### config.mk
export PLATFORM = sky130hd
export DESIGN_NAME = ushift_reg
export DESIGN_NICKNAME = d
export VERILOG_FILES = /design/src/rtl/ushift_reg_pkg.sv /design/src/rtl/ushift_reg_dff_sr.sv /design/src/rtl/ushift_reg.sv
export SDC_FILE = /design/constraint.sdc
export NUM_CORES = 1
export LEC_CHECK = 0
export BUFFER_PORTS_ARGS = -buffer_cell sky130_fd_sc_hd__buf_4
export CAP_MARGIN = 20
export CELL_PAD_IN_SITES_DETAIL_PLACEMENT = 0
export CELL_PAD_IN_SITES_GLOBAL_PLACEMENT = 1
export CORE_MARGIN = 10
export CORE_UTILIZATION = 38
export CTS_CLUSTER_DIAMETER = 30
export CTS_CLUSTER_SIZE = 16
export DETAILED_ROUTE_END_ITERATION = 8
export GPL_ROUTABILITY_DRIVEN = 0
export GPL_TIMING_DRIVEN = 0
export PLACE_DENSITY_LB_ADDON = 0.1
export RECOVER_POWER = 50
export SLEW_MARGIN = 5
export SYNTH_ARGS = -nofsm -noshare
export SYNTH_HDL_FRONTEND = slang
export SYNTH_HIERARCHICAL = 1
export SYNTH_SLANG_ARGS = --single-unit
### constraint.sdc
create_clock -name CK -period 2.1 [get_ports CK]
set_clock_uncertainty 0.1 [all_clocks]
set_input_delay 0.315 -clock CK [delete_from_list [all_inputs] [get_ports CK]]
set_output_delay 0.315 -clock CK [all_outputs]
set_load 0.02 [all_outputs]
### src/rtl/ushift_reg_pkg.sv
// Shared definitions for the universal shift register: operation codes and mode type.
package ushift_reg_pkg;

    typedef enum logic [2:0] {
        MD_HOLD = 3'b000,
        MD_LOAD = 3'b001,
        MD_SHL  = 3'b010,
        MD_SHR  = 3'b011,
        MD_ROL  = 3'b100,
        MD_ROR  = 3'b101,
        MD_ASR  = 3'b110,
        MD_CLR  = 3'b111
    } mode_t;

endpackage

### src/rtl/ushift_reg_dff_sr.sv
// One-bit positive-edge storage cell with synchronous active-high reset and enable.
module dff_sr (
    input  logic CK,
    input  logic RST,
    input  logic EN,
    input  logic D,
    output logic Q
);

    always_ff @(posedge CK) begin
        if (RST) begin
            Q <= 1'b0;
        end else if (EN) begin
            Q <= D;
        end
    end

endmodule

### src/rtl/ushift_reg.sv
// Parametrised universal shift register: WIDTH storage cells fed by a next-state mux,
// plus a saturating count of shifts/rotates since the last load, clear or reset.
module ushift_reg
    import ushift_reg_pkg::*;
#(
    parameter int WIDTH = 8,
    parameter int CW    = $clog2(WIDTH + 1)
) (
    input  logic             CK,
    input  logic             RST,
    input  logic             EN,
    input  logic [2:0]       MODE,
    input  logic [WIDTH-1:0] D,
    input  logic             SI_LSB,
    input  logic             SI_MSB,
    output logic [WIDTH-1:0] Q,
    output logic             SO_MSB,
    output logic             SO_LSB,
    output logic [CW-1:0]    CNT,
    output logic             FULL
);

    mode_t            w_mode;
    logic [WIDTH-1:0] w_q;
    logic [WIDTH-1:0] w_next;
    logic             w_full;
    logic [CW-1:0]    r_cnt;

    assign w_mode = mode_t'(MODE);
    assign w_full = (r_cnt == CW'(WIDTH));

    always_comb begin
        w_next = w_q;
        case (w_mode)
            MD_HOLD: w_next = w_q;
            MD_LOAD: w_next = D;
            MD_SHL:  w_next = {w_q[WIDTH-2:0], SI_LSB};
            MD_SHR:  w_next = {SI_MSB, w_q[WIDTH-1:1]};
            MD_ROL:  w_next = {w_q[WIDTH-2:0], w_q[WIDTH-1]};
            MD_ROR:  w_next = {w_q[0], w_q[WIDTH-1:1]};
            MD_ASR:  w_next = {w_q[WIDTH-1], w_q[WIDTH-1:1]};
            MD_CLR:  w_next = '0;
            default: w_next = w_q;
        endcase
    end

    // Cells share EN; HOLD is expressed by the mux feeding back the current bit.
    for (genvar i = 0; i < WIDTH; i++) begin : g_bit
        dff_sr u_cell (
            .CK  (CK),
            .RST (RST),
            .EN  (EN),
            .D   (w_next[i]),
            .Q   (w_q[i])
        );
    end

    always_ff @(posedge CK) begin
        if (RST) begin
            r_cnt <= '0;
        end else if (EN) begin
            case (w_mode)
                MD_LOAD, MD_CLR: r_cnt <= '0;
                MD_SHL, MD_SHR, MD_ROL, MD_ROR, MD_ASR: begin
                    if (!w_full) begin
                        r_cnt <= r_cnt + CW'(1);
                    end
                end
                default: r_cnt <= r_cnt;
            endcase
        end
    end

    assign Q      = w_q;
    assign SO_MSB = w_q[WIDTH-1];
    assign SO_LSB = w_q[0];
    assign CNT    = r_cnt;
    assign FULL   = w_full;

endmodule

# ---- After elaboration in Yosys (flattened, before gate mapping)
# Index checks and enable logic that the tools add are counted.
dict set report totals {
  register_bits 12
  inputBits 16
  output_inout_bits 15
  wordCells 31
}
dict set report op_classes {
  n_addsub 1
  eq_ne 9
  mux 3
  bitwise 2
  reduce_logical 7
}
# operator count
set op_table {}
lappend op_table {{case mux 8 bit (7 select lines)} 1}
lappend op_table {{== test 3 bit (second input constant)} 4}
lappend op_table {{case mux 4 bit (2 select lines)} 1}
lappend op_table {{== test 3 x 2 -> 1 bit (second input constant)} 2}
lappend op_table {{AND reduction 3 bit} 2}
lappend op_table {{OR reduction 5 bit} 1}
lappend op_table {{adder 4 x 1 -> 4 bit (second input constant)} 1}
lappend op_table {{== test 4 bit (second input constant)} 1}
lappend op_table {{two-way mux 4 bit} 1}
lappend op_table {{== test 3 x 1 -> 1 bit (second input constant)} 1}
lappend op_table {{zero test 3 bit} 1}
lappend op_table {{!= test 2 bit (second input constant)} 1}
lappend op_table {{inverter 1 bit} 2}
lappend op_table {{AND reduction 2 bit} 1}
lappend op_table {{nonzero test 2 bit} 1}
lappend op_table {{OR reduction 2 bit} 1}

# ---- Logic depth before layout (Yosys ltp)
# Gate-level depths: netlist of the first run.
dict set report depth {
  word_depth 4
  mapped_depth 9
  depth_no_buf 7
}

# ---- Cells and area by module
# Netlist of the first run, hierarchy kept.
# mod n_inst cells_each area_each_um2 seq_area_each_um2
set modules_own_cells {}
lappend modules_own_cells {ushift_reg 1 98 830.8 80.1}
lappend modules_own_cells {dff_sr 8 3 33.8 20.0}

# ---- Worst setup path before layout of the first run
# Ideal clock, no wire load.
dict set report synth_timing {
  path_type {input -> register}
  from {input MODE[1]}
  to {register g_bit[6].u_cell.Q}
  setup_time_ns 0.115
  t_arrival_ns 1.713
  t_required_ns 1.885
  path_slack_ns 0.173
  path_stages 9
  path_cell_list {buf_6 inv_1 ha_1 or4_4 buf_6 nor2_2 a21oi_2 mux2i_1 nor2_1}
}
# element line_no
set synth_lines {}
lappend synth_lines {{start, declared} ushift_reg.sv:12} ;# input logic [2:0] MODE,
lappend synth_lines {{== test 3 bit (tied with other cells)} ushift_reg.sv:34} ;# case (w_mode)
lappend synth_lines {{case mux 8 bit (7 select lines) (*)} ushift_reg.sv:34}
lappend synth_lines {{named net w_next[6]} ushift_reg.sv:25} ;# logic [WIDTH-1:0] w_next;
lappend synth_lines {{end signal, assigned} ushift_reg_dff_sr.sv:12} ;# Q <= 1'b0;
lappend synth_lines {{end signal, assigned} ushift_reg_dff_sr.sv:14} ;# Q <= D;
lappend synth_lines {{end, declared} ushift_reg_dff_sr.sv:7} ;# output logic Q
# Mark *: on every way through the listed nets, which the timed path passes. The rest lies on a longest branch.
# A chain may end at the register's enable or synchronous reset.

# ---- Final worst setup path of the first run
# Ends and elaborated chain as after synthesis.

==> metrics, run 1 <==
Worst Tran Pin Value=0.503 ns; Worst Hold Depth=2; IO buf count=29; XOR/XNOR Fraction of Synth Area=0.0250; First DRT Iteration DRCs=36; Yosys top cell area share=0.218; Max-Cap Viols=0; Sw Pwr=0.217 mW; fmax=540 MHz; RSZ-0062 raised after global routing=no; aggregate negative setup slack=0 ns; htree depth=1; largest net degree at the start of global routing=16; period utilization=0.882; Compound-Gate Fraction of Synth Area=0.220; number of I/O pins=31; Filler cells=302; GR Overflow Total=0; Yosys top cell by area=dfxtp_1; antenna viol nets, final=0; clk root buf=clkbuf_4; CP Class=in -> reg; crit path max fanout=9; initial antenna violation count=0; Sw Share=0.348; post-synthesis mux area share=0.165; CTS tree=yes; critical path capture point type=flop; Slew Viols, Final=0; main area contributors after synthesis=dfxtp_1, mux2i_1, ha_1; simple-gate area share of the yosys netlist=0.239; router iterations before antenna repair=4; Initial Utilization=0.399; Clock Latency Late Sink=0.27 ns; ant diodes=0; hold_buf cts=0; Core Area=0.00276 mm^2; CTS Buf Count=3; share of cells above drive strength 1=0.299; Logic pwr share=0.354; Crit. Startpoint=MODE[1]; final setup fails=0; post-route minimum period=1.85 ns; commonest register cell after synthesis=dfxtp_1; # clock sinks=12; row count=19; Post-synth EDFFs=0; Fin. Hold Viols=0; Min-Delay Path Class=in -> reg; first-pass GRT wire length=4950 um; vias per std cell=5.40; Pwr Total=0.623 mW; DIE AREA=0.00545 mm^2; Synth cell types=43; Worst EP arrival=1.92 ns; cell count after synthesis=122; internal power=0.406 mW; largest family of logic cells by synthesized area=simple AND/OR/NAND/NOR gates; Post-CTS Resized=0; outcome=complete, no violations; Synth Cell Area=0.00110 mm^2; gr usage total=0.112; Longest Clk Path Bufs=2; cell leakage power=0.560 nW; Synth Area in Adders=0.0568; register area share after synthesis=0.218; r2r startpoint=CNT[0]; Clock power frac=0.235; synth warn=6; # Post-CTS Setup Buffers=0; area delta synth->final=21.2%; WL final=2900 um; Syn Nets=143; vias in the first global route=1053; Avg Cell Area, Syn=9.03 um^2; RR Endpoint=CNT[2]; DRC errors left=0; Rel. slew slack=0.663; CP Launch Type=primary input; net count reported at finish=177; Hold Slack=0.186 ns; worst r2r path cells=6; vias=999; footprint of the multi-input gates=777 um^2; Avg WL per Cell=15.7 um; Yosys reg bits=12; Clock transition at path regs=0.08 ns; Post-synth ARST share=0; end of the critical path=g_bit[6].u_cell/Q; Worst Path Required=2.17 ns; Reg power frac=0.412; register area=240 um^2; hpwl dp=2250 um; worst vdd ir=499 uV; Die Y=73.8 um; R2R setup slack=0.40 ns; die width=73.8 um; PD cells=467 mW/mm^2
[cell families after synthesis]
kind of cell | Yosys count
fa+ha+maj | 5
buf+inv | 12
xor+xnor | 1
mux | 18
simple gates | 40
flops | 12
compound gates | 34
[layout make-up]
cell class | count | area share
multi-input cells | 98 | 0.582
repair buffers | 29 | 0.129
flip-flops and latches | 12 | 0.180
well taps | 31 | 0.0291
clock buffers | 3 | 0.0169
inverters | 4 | 0.0112
plain buffers | 8 | 0.0515
[worst min-delay path by stage]
| stage | from | end |
|---|---|---|
| floorplan | RST | g_bit[0].u_cell/Q |
| global placement | g_bit[2].u_cell/Q | g_bit[2].u_cell/Q |
| detailed placement | g_bit[0].u_cell/Q | g_bit[0].u_cell/Q |
| CTS | RST | g_bit[7].u_cell/Q |
| global route | RST | g_bit[7].u_cell/Q |
| finish | RST | g_bit[2].u_cell/Q |
[synthesized netlist by cell type, drive strengths merged (3+ instances only)]
| cell type | number |
|---|---|
| nor2 | 19 |
| mux2i | 17 |
| nand2 | 4 |
| a221oi | 4 |
| nand3b | 3 |
| ha | 5 |
| a21oi | 10 |
| buf | 8 |
| nor3b | 3 |
| inv | 4 |
| dfxtp | 12 |
| o21ai | 8 |
[layout by cell type, fill, tap and decap left out, types with 2 or more instances in the layout]
master	n
buf_4	18
mux2i_1	17
nor2_1	15
dfxtp_1	12
clkbuf_1	12
o21ai_1	7
a21oi_1	6
ha_1	5
buf_6	4
a221oi_1	4
nor2_2	4
a21oi_2	4
nand2_1	4
clkbuf_4	4
inv_1	3
nand3b_1	2
o211ai_1	2
a22oi_1	2
a211o_1	2
nor3b_1	2
[worst max-delay path, cell delays in order]
cell and delay (ns):
buf_4 0.10, buf_6 0.15, inv_1 0.08, ha_1 0.24, or4_4 0.55, buf_6 0.16
nor2_2 0.09, a21oi_2 0.04, mux2i_1 0.14, nor2_1 0.05
[stage by stage]
step | area (um^2) | instances | util | setup slack (ns)
6_report | 1340 | 185 | 0.484 | 0.249
5_1_grt | 1340 | 185 | 0.484 | 0.140
4_1_cts | 1380 | 185 | 0.500 | 0.252
3_5_place_dp | 1360 | 182 | 0.492 | -0.0420
3_3_place_gp | 1360 | 182 | 0.492 | -0.0286
2_1_floorplan | 1100 | 122 | - | 0.173
[power groups by stage]
stage	combinational (mW)	clock (mW)	sequential (mW)
final	0.221	0.146	0.257
after global routing	0.244	0.170	0.259
after CTS	0.233	0.160	0.257
after detailed placement	0.232	0	0.263
after global placement	0.228	0	0.262
after floorplan	0.143	0	0.272
[routing by layer]
layer | up-vias | wire (um) | GRT usage
li1 | 514 | - | -
met2 | 20 | 1530 | 0.197
met1 | 463 | 1230 | 0.125
met3 | 2 | 122 | 0.0458
met4 | 0 | 14 | 0.0207
met5 | - | 0 | 0
[state kept, by name, summed over array words and instances (netlist names)]
register        cells
g_bit.u_cell/Q      8
CNT                 4
(Power assumes the default switching activity.)
==> run 2, diff against run 1 <==
Settings changed: CORE_MARGIN 10 to 2, CORE_UTILIZATION 38 to 41.
Clock period 2.1 ns to 2.34 ns, I/O delays scaled along.
==> metrics, run 2 (synthesized netlist as in run 1, its figures left out) <==
period utilization=0.813; First DRT Iteration DRCs=35 (-2.8%); Top Usage Layer GRT=met1; ant diodes=0 (unchanged); vias=1028 (+2.9%); met2 global-route usage=0.269 (+0.0717); Min-Delay Path Class=in -> reg; Initial Utilization=0.437 (+0.0372); Largest Register=g_bit.u_cell/Q; vias per std cell=5.59 (+3.5%); Setup WS post-layout=0.438 ns (+0.190 ns); Rel. slew slack=0.666 (+0.00312); number of I/O pins=31 (unchanged); Logic pwr share=0.357 (+0.003); die width=55.8 um (-24%); Sw Pwr=0.196 mW (-9.9%); antenna viol nets, final=0 (unchanged); gr usage total=0.180 (+0.0673); Worst Tran Pin Value=0.498 ns (-0.00465 ns); max reg flops=8 (unchanged); final setup fails=0 (unchanged); aggregate negative setup slack=0 ns (unchanged); worst vdd ir=299 uV (-40%); Avg WL per Cell=14.9 um (-5.0%); Clock transition at path regs=0.08 ns (about the same); # clock sinks=12 (unchanged); Clock Latency Late Sink=0.27 ns (about the same); internal power=0.364 mW (-10%); initial antenna violation count=0 (unchanged); Max-Cap Viols=0 (unchanged); DIE AREA=0.00312 mm^2 (-43%); leading cell type in the layout, fill and taps excluded=buf_4; fmax=526 MHz; Worst EP arrival=1.97 ns (+0.05 ns); Core Area=0.00252 mm^2 (-8.5%); hold_buf cts=0 (unchanged); vias in the first global route=930 (-12%); row count=18 (-1); DRC errors left=0 (unchanged); met1 usage=0.273 (+0.148); WL final=2740 um (-5.5%); hpwl dp=1950 um (-13%); Fin. Hold Viols=0 (unchanged); outcome=complete, no violations; share of cells above drive strength 1=0.299 (unchanged); area delta synth->final=21.1% (about the same); Reg power frac=0.412 (about the same); Post-CTS Resized=0 (unchanged); RSZ-0062 raised after global routing=no; GR Overflow Total=0 (unchanged); CTS tree=yes; clk root buf=clkbuf_4; Worst Path Required=2.40 ns (+0.23 ns); Die Y=55.8 um (-24%); PD cells=420 mW/mm^2 (-10%); most frequent cells in the layout=buf_4, mux2i_1, nor2_1; cell leakage power=0.560 nW (unchanged); CP Launch Type=primary input; router iterations before antenna repair=4 (unchanged); final design utilization=0.529 (+0.0446); CP Class=in -> reg; Longest Clk Path Bufs=2 (unchanged); # Post-CTS Setup Buffers=0 (unchanged); IO buf count=29 (unchanged); largest net degree at the start of global routing=16 (unchanged); first-pass GRT wire length=4570 um (-7.8%); net count reported at finish=177 (unchanged); Sw Share=0.349 (+0.00114); crit path max fanout=9 (unchanged); pre-CTS setup slack=0.167 ns (+0.209 ns); Clock power frac=0.231 (-0.004); met3 usage=0.0233 (-0.0225); htree depth=1 (unchanged); Slew Viols, Final=0 (unchanged); post-route minimum period=1.90 ns; CTS Buf Count=3 (unchanged); Placed Cells=181 (-0.55%); critical path capture point type=flop; non-filler cells, final=184 (-0.54%)
## run 2: through the flow
stage / hold slack, ns / power [mW] / area, um^2
after detailed placement: 0.478 / 0.441 / 1360
after CTS: 0.218 / 0.576 / 1380
after floorplan: 0.323 / 0.372 / 1100
after global placement: 0.468 / 0.438 / 1360
final: 0.230 / 0.560 / 1330
after global routing: 0.223 / 0.596 / 1330
## run 2: final timing paths
check	startpoint	endpoint	slack [ns]	cells after the start
max	MODE[1]	g_bit[6].u_cell/Q	0.44	10
min	RST	g_bit[1].u_cell/Q	0.23	2
max reg2reg	CNT[0]	CNT[2]	0.63	6
min reg2reg	g_bit[0].u_cell/Q	g_bit[0].u_cell/Q	0.49	2
## run 2: area by class of cell
class | count | area, um^2
flip-flops and latches | 12 | 240
multi-input cells | 98 | 777
repair buffers | 29 | 173
well taps | 30 | 37.5
inverters | 4 | 15.0
clock buffers | 3 | 22.5
plain buffers | 8 | 68.8
fillers | 256 | 1190
## run 2: power by group through the flow
stage	logic [mW]	clock network (mW)	registers (mW)
floorplan	0.128	0	0.244
global placement	0.203	0	0.235
detailed placement	0.206	0	0.235
CTS	0.208	0.138	0.230
global route	0.218	0.145	0.233
finish	0.200	0.129	0.230
## run 2: critical path: stages
cell and delay [ns]:
buf_4 0.10, buf_6 0.16, inv_1 0.09, ha_1 0.24, or4_4 0.55, buf_6 0.16, nor2_2 0.10, a21oi_2 0.04
mux2i_1 0.13, nor2_1 0.05
## run 2: layer usage
metal / vias to the layer above / share of wire
met3: 2 / 0.047
met2: 29 / 0.44
met5: - / 0
met1: 484 / 0.51
li1: 513 / -
met4: 0 / 0.0055
